$ cat src/rtl/handshake_pkg.sv
// Shared definitions for the two-clock level handshake (receiver side).
// Holds the receive FSM encoding and the default widths/depths.
package handshake_pkg;

  localparam int unsigned DEFAULT_DATA_BITS   = 32;
  localparam int unsigned DEFAULT_SYNC_STAGES = 2;

  typedef enum logic [1:0] {
    RX_IDLE    = 2'd0,
    RX_DELIVER = 2'd1,
    RX_ACK     = 2'd2
  } rx_state_t;

endpackage

$ cat src/rtl/receiver_if.sv
// Bundle of the receiver's handshake, delivery and status signals.
// The master modport is the receiver itself; slave is its surroundings.
interface receiver_if
  import handshake_pkg::*;
#(
  parameter int unsigned data_bits = DEFAULT_DATA_BITS
);

  logic                 req_tx;
  logic [data_bits-1:0] data_tx;
  logic                 ack_rx;
  logic [data_bits-1:0] data_out;
  logic                 data_valid;
  logic                 data_ready;
  logic                 req_synced;
  logic                 proto_err;

  modport master (
    input  req_tx, data_tx, data_ready,
    output ack_rx, data_out, data_valid, req_synced, proto_err
  );

  modport slave (
    output req_tx, data_tx, data_ready,
    input  ack_rx, data_out, data_valid, req_synced, proto_err
  );

endinterface

$ cat src/rtl/sync_ff_chain.sv
// Single-bit reset-to-0 synchronizer: a plain chain of `stages` flops.
// The output is the last flop, so it is always a registered signal.
module sync_ff_chain #(
  parameter int unsigned stages = 2
) (
  input  logic clk,
  input  logic rst,
  input  logic d,
  output logic q
);

  logic [stages-1:0] ff;

  // NOTE: non-blocking assignments make every flop sample the previous
  // stage's old value, which is what turns this into a shift chain.
  always_ff @(posedge clk or posedge rst) begin
    if (rst) begin
      ff <= '0;
    end else begin
      ff <= {ff[stages-2:0], d};
    end
  end

  assign q = ff[stages-1];

endmodule

$ cat src/rtl/receiver.sv
// Destination end of the 4-phase level handshake: synchronizes req_tx,
// captures data_tx, hands it over valid/ready, then raises ack until req drops.
module receiver
  import handshake_pkg::*;
#(
  parameter int unsigned data_bits   = DEFAULT_DATA_BITS,
  parameter int unsigned sync_stages = DEFAULT_SYNC_STAGES
) (
  input logic       clk,
  input logic       rst,
  receiver_if.master bus
);

  rx_state_t            state;
  logic                 req_s;
  logic                 ack_q;
  logic                 valid_q;
  logic                 err_q;
  logic [data_bits-1:0] data_q;

  sync_ff_chain #(
    .stages (sync_stages)
  ) u_req_sync (
    .clk (clk),
    .rst (rst),
    .d   (bus.req_tx),
    .q   (req_s)
  );

  // data_tx is captured without a synchronizer: it is only sampled once
  // req_s is high, and the sender holds it stable until ack comes back.
  always_ff @(posedge clk or posedge rst) begin
    if (rst) begin
      state   <= RX_IDLE;
      ack_q   <= 1'b0;
      valid_q <= 1'b0;
      err_q   <= 1'b0;
      data_q  <= '0;
    end else begin
      case (state)
        RX_IDLE: begin
          if (req_s) begin
            data_q  <= bus.data_tx;
            valid_q <= 1'b1;
            state   <= RX_DELIVER;
          end
        end
        RX_DELIVER: begin
          // Request withdrawn before ack: flag it, but still finish delivery.
          if (!req_s) begin
            err_q <= 1'b1;
          end
          if (valid_q && bus.data_ready) begin
            valid_q <= 1'b0;
            ack_q   <= 1'b1;
            state   <= RX_ACK;
          end
        end
        RX_ACK: begin
          if (!req_s) begin
            ack_q <= 1'b0;
            state <= RX_IDLE;
          end
        end
        default: begin
          ack_q   <= 1'b0;
          valid_q <= 1'b0;
          state   <= RX_IDLE;
        end
      endcase
    end
  end

  assign bus.ack_rx     = ack_q;
  assign bus.data_out   = data_q;
  assign bus.data_valid = valid_q;
  assign bus.req_synced = req_s;
  assign bus.proto_err  = err_q;

endmodule

$ cat src/flat_wrapper.sv
// flat-port wrapper written by rule: the top's interface ports become plain ports
module receiver_flat import handshake_pkg::*;
#(
  parameter int unsigned data_bits   = DEFAULT_DATA_BITS,
  parameter int unsigned sync_stages = DEFAULT_SYNC_STAGES
)
  (clk, rst, bus_req_tx, bus_data_tx, bus_data_ready, bus_ack_rx, bus_data_out, bus_data_valid, bus_req_synced, bus_proto_err);
  receiver_if #(.data_bits(data_bits)) bus_i ();
  input logic clk;
  input logic rst;
  input wire logic [$bits(bus_i.req_tx)-1:0] bus_req_tx;
  input wire logic [$bits(bus_i.data_tx)-1:0] bus_data_tx;
  input wire logic [$bits(bus_i.data_ready)-1:0] bus_data_ready;
  output wire logic [$bits(bus_i.ack_rx)-1:0] bus_ack_rx;
  output wire logic [$bits(bus_i.data_out)-1:0] bus_data_out;
  output wire logic [$bits(bus_i.data_valid)-1:0] bus_data_valid;
  output wire logic [$bits(bus_i.req_synced)-1:0] bus_req_synced;
  output wire logic [$bits(bus_i.proto_err)-1:0] bus_proto_err;
  assign bus_i.req_tx = bus_req_tx;
  assign bus_i.data_tx = bus_data_tx;
  assign bus_i.data_ready = bus_data_ready;
  assign bus_ack_rx = bus_i.ack_rx;
  assign bus_data_out = bus_i.data_out;
  assign bus_data_valid = bus_i.data_valid;
  assign bus_req_synced = bus_i.req_synced;
  assign bus_proto_err = bus_i.proto_err;
  receiver #(.data_bits(data_bits), .sync_stages(sync_stages)) u_core (.clk(clk), .rst(rst), .bus(bus_i));
endmodule
$ cat config.mk
export PLATFORM = sky130hd
export DESIGN_NAME = receiver_flat
export DESIGN_NICKNAME = d
export VERILOG_FILES = /design/src/rtl/handshake_pkg.sv /design/src/rtl/receiver_if.sv /design/src/rtl/sync_ff_chain.sv /design/src/rtl/receiver.sv /design/src/flat_wrapper.sv
export SDC_FILE = /design/constraint.sdc
export NUM_CORES = 1
export LEC_CHECK = 0
export CORE_ASPECT_RATIO = 1.25
export CORE_UTILIZATION = 46
export CTS_BUF_LIST = sky130_fd_sc_hd__clkbuf_4
export CTS_CLUSTER_SIZE = 25
export DETAILED_ROUTE_END_ITERATION = 10
export HOLD_SLACK_MARGIN = 0.06
export PLACE_DENSITY = 0.95
export SLEW_MARGIN = 20
export SYNTH_ARGS = -nofsm -noshare
export SYNTH_HDL_FRONTEND = slang
export SYNTH_HIERARCHICAL = 1
export SYNTH_SLANG_ARGS = --single-unit
$ cat constraint.sdc
create_clock -name clk -period 4.36 [get_ports clk]
set_clock_uncertainty 0.1 [all_clocks]
set_input_delay 0.872 -clock clk [delete_from_list [all_inputs] [get_ports clk]]
set_output_delay 0.872 -clock clk [all_outputs]
set_load 0.02 [all_outputs]
### After elaboration in Yosys (flattened, before gate mapping)

Cells that the tools add are included.

| storage, ports and cells | value |
|---|---|
| word-level logic and storage cells | 31 |
| bits of input ports | 36 |
| output and inout bits | 36 |
| register bits after elaboration | 39 |

| operators by class | value |
|---|---|
| bitwise gates (word level) | 3 |
| multiplexer cells | 10 |
| reductions and logical operators | 7 |
| equality and inequality tests | 5 |

Operators by type and width:

| cell | number |
|---|---|
| 3-bit AND reduction | 3 |
| 2-bit two-way mux | 3 |
| 1-bit one-hot mux with 3 select lines | 2 |
| 2-bit one-hot mux with 3 select lines | 1 |
| 1-bit two-way mux | 4 |
| 2-bit inequality test, second input constant | 2 |
| 2-bit AND reduction | 2 |
| 1-bit inverter | 3 |
| 2-bit by 1-bit == test with 1-bit output, second input constant | 1 |
| 2-bit == test, second input constant | 1 |
| 2-bit zero test | 1 |
| 2-bit by 1-bit inequality test with 1-bit output, second input constant | 1 |
| 1-bit logical AND | 1 |

### Logic depth before layout (Yosys ltp)

| depth | value |
|---|---|
| word-level depth | 3 |
| depth in mapped cells | 5 |
| gate-level depth less buffers | 3 |

### By module

The synthesis kept the hierarchy.

By module, submodules not included:

| module | seq. area each (um^2) | area an instance (um^2) | instances | cells an instance |
|---|---|---|---|---|
| receiver | 925.9 | 1,559.0 | 1 | 88 |
| sync_ff_chain | 50.0 | 53.8 | 1 | 3 |

### Least setup slack after synthesis

OpenSTA, ideal clock, no wires.

| timing path | value |
|---|---|
| path type | register to register |
| from | register u_core.u_req_sync.ff[1] |
| to | register u_core.data_q[0], in the netlist u_core/bus.data_out[0] |
| data required time | 4,135 ps |
| period minus slack after synthesis | 1,597 ps |
| slack | 2,763 ps |
| data arrival time | 1,372 ps |
| buffers on the path | 2 |
| stages on the path, launching flop included | 6 |
| setup time | 125 ps |
| path through | dfrtp_1 nor2b_2 and2_4 buf_6 buf_12 mux2_4 |

| on the way | value |
|---|---|
| longest elaborated chain between the ends | 1 |

RTL lines:

| item | line | source |
|---|---|---|
| from (decl) | sync_ff_chain.sv:12 | `logic [stages-1:0] ff;` |
| from (signal assigned) | sync_ff_chain.sv:20 | `ff <= {ff[stages-2:0], d};` |
| 2-bit AND reduction (no line) | n/a |  |
| to (signal assigned) | receiver.sv:43 | `data_q <= bus.data_tx;` |
| to (decl) | receiver.sv:19 | `logic [data_bits-1:0] data_q;` |

Every way passes these cells.
A chain may end at the register's enable or synchronous reset.

### Worst setup path in the final report

| timing path | value |
|---|---|
| from | register u_core.u_req_sync.ff[1] |
| to | output bus_req_synced |

RTL lines:

| item | line | source |
|---|---|---|
| to (decl) | flat_wrapper.sv:17 | `output wire logic [$bits(bus_i.req_synced)-1:0] bus_req_synced;` |

No word-level cell between the ends.

==> results.yml <==
status:
  run_status: "complete, no violations"
global_routing:
  grt_max_degree: 38
  grt_pass1_vias: 1142
  grt_pass1_wl_mm: 4.94
  grtUsageTotal_pct: 19.5
  antenna_found_initial: 0
  grt-ovfl-total: 0
floorplanning:
  start_util_pct: 49.2
  dieArea_um2: 3750
  ios: 72
  rows: 23
  dieWidth_um: 55.0
  die_h_um: 68.2
  core_area_um2: 3280
synth:
  synthCells: 91
  ys.warnings.count: 6
  ys_seq_elements: 39
  synth_area_per_cell_um2: 17.7
  syn_area_um2: 1610
  synth_fp_nets: 127
  synth_cell_types: 17
  yosysSeqAreaShare_pct: 60.5
clocking:
  insertion_delay_ps: 330
  numCtsBuffers: 5
  root_buffer: "clkbuf_4"
  clkTransAtPathRegs_ps: 110
  cts_resized: 0
  clk_path_buf_depth: 2
  post-cts-setup-buffers: 0
  cts_sinks: 39
  cts.hold.buffers_added: 0
  cts_tree: "yes"
  cts_max_level: 2
layout:
  post-route-util_pct: 71.9
  layout-drive-gt1-share_pct: 24.6
  nFillCells: 228
  layout.nets: 202
  n_antenna_cell: 0
  syn_to_final_growth_pct: 46.2
setup_path:
  path_cells: "clkdlybuf4s50_1"
  r2r_setup_slack_ps: 2560
  slowest_delay_ps: 640
  cp_num_buf_inv: 1
  cp.required_ps: 3390
  reg2reg_from: "u_core/u_req_sync/ff[1]"
  slowest_stage: "clkdlybuf4s50_1"
  crit_end: "bus_req_synced"
  critPathLaunch: "u_core/u_req_sync/ff[1]"
  reg2reg_depth: 3
  critPathTopFamily: "buffers and inverters"
  end_kind: "output port"
  worst-path-max-fanout: 6
  start_kind: "flop"
  critPathArrivalTime_ps: 1420
  worstSetupPathType: "flop to output port"
  crit_cells: 1
  worstReg2RegEnd: "u_core/bus.data_out[27]"
drt:
  wire_per_inst_um: 16.4
  drt_wl_total_mm: 3.35
  via_per_inst: 4.93
  dr.pass1.iters: 4
  via_count: 1006
  drc_errors: 0
  antenna_left: 0
  dr.first_iter.drc_count: 12
timing:
  slew_headroom_pct: 60.9
  drv_slew: 0
  hold_viol: 0
  fmax_mhz: 419
  setup_viol: 0
  fin_setup_tns_ps: 0
  tightestPinTransition_ps: 587
  min_period_ps: 2390
  rsz0062_at_grt: "false"
  setup_slack_ps: 1970
  hold_ws_ps: 275
  period_share_pct: 54.8
power:
  power.internal_mw: 1.15
  power.density_nw_per_um2: 748
  seqPwrFrac_pct: 36.3
  ir_drop_uv: 721
  power_mw: 1.76
  leakage_nw: 1.04
  swShare_pct: 34.7
  p_switching_mw: 0.612
  clockPowerShare_pct: 9.8
  share_comb_of_total_power_pct: 53.9
placement:
  dp.final_hpwl_mm: 2.44
  portBuffers: 71
  gp_congestion: 0.699
  dp_slack_ps: 2340
job:
  maxCapViolCount: 0
hold_path:
  timing.hold.worst.class: "flop to flop"
==> layout make-up <==
cell class              count  area [um2]  area share [%]
flip-flops and latches     39         976            41.4
clock inverters             2        7.51           0.318
inverters                   4        15.0           0.637
well taps                  37        46.3            1.96
multi-input cells          44         551            23.3
repair buffers             72         718            30.5
clock buffers               6        45.0            1.91
==> power by group through the flow <==
stage / clock network [mW] / registers (mW) / logic [mW]
floorplan: 0 / 0.834 / 0.379
global placement: 0 / 0.633 / 0.930
detailed placement: 0 / 0.648 / 0.953
CTS: 0.181 / 0.644 / 0.960
global route: 0.191 / 0.663 / 1.00
finish: 0.172 / 0.641 / 0.951
==> placed cells by master, fill, tap and decap left out <==
cell type        count
a21o_1               1
a21oi_1              1
and2_4               1
buf_4                1
clkbuf_4             6
clkdlybuf4s50_1     71
clkinv_1             2
dfrtp_1             39
inv_1                4
mux2_2               2
mux2_4              30
nand2_1              1
nand3_1              1
nor2_1               1
nor2b_2              1
o211a_1              1
o21ai_0              2
o22ai_1              1
o32ai_1              1
==> metal layers <==
metal  track usage (%)  wire length, um  vias up  share of wire [%]
li1                  -                -      460                  -
met1              19.4             1260      490                 38
met2              34.0             1740       50                 52
met3              8.00              289        6                8.6
met4              9.38               60        0                1.8
met5                 0                0        -                  0
==> through the flow <==
stage | instances | area, um2
global route | 204 | 2360
CTS | 204 | 2360
detailed placement | 196 | 2310
finish | 204 | 2360
floorplan | 91 | 1610
global placement | 196 | 2310
==> cells in the mapped netlist <==
library cell | n | area, um2
o21ai_0 | 2 | 10.0
nor2b_2 | 1 | 8.76
buf_12 | 3 | 60.1
nand2_1 | 1 | 3.75
a21oi_1 | 1 | 5.00
nand3_1 | 1 | 5.00
o211a_1 | 1 | 10.0
dfrtp_1 | 39 | 976
inv_1 | 4 | 15.0
mux2_2 | 2 | 22.5
mux2_4 | 30 | 450
nor2_1 | 1 | 3.75
o22ai_1 | 1 | 6.26
o32ai_1 | 1 | 8.76
a21o_1 | 1 | 7.51
buf_6 | 1 | 11.3
and2_4 | 1 | 8.76
==> cell families after synthesis <==
family	synth area share, %
multiplexers	29.3
AO/OA/AOI/OAI	2.95
AND/OR/NAND/NOR	1.86
buffers and inverters	5.35
flip-flops	60.5
==> how the worst min path moves through the flow <==
stage | from | to | slack (ps) | cells past startpoint
4_1_cts | u_core/u_req_sync/ff[0] | u_core/u_req_sync/ff[1] | 280 | 0
2_1_floorplan | u_core/u_req_sync/ff[0] | u_core/u_req_sync/ff[1] | 230 | 0
6_report | u_core/u_req_sync/ff[0] | u_core/u_req_sync/ff[1] | 280 | 0
3_3_place_gp | u_core/u_req_sync/ff[0] | u_core/u_req_sync/ff[1] | 250 | 0
3_5_place_dp | u_core/u_req_sync/ff[0] | u_core/u_req_sync/ff[1] | 240 | 0
5_1_grt | u_core/u_req_sync/ff[0] | u_core/u_req_sync/ff[1] | 280 | 0
==> flip-flops by register name, summed over array words and instances, names as in the netlist <==
signal and cells:
u_core/bus.data_valid 1, u_core/state 2, u_core/u_req_sync/ff 2, u_core/bus.data_out 32
u_core/bus.ack_rx 1, u_core/bus.proto_err 1
(Power assumes the default switching activity.)
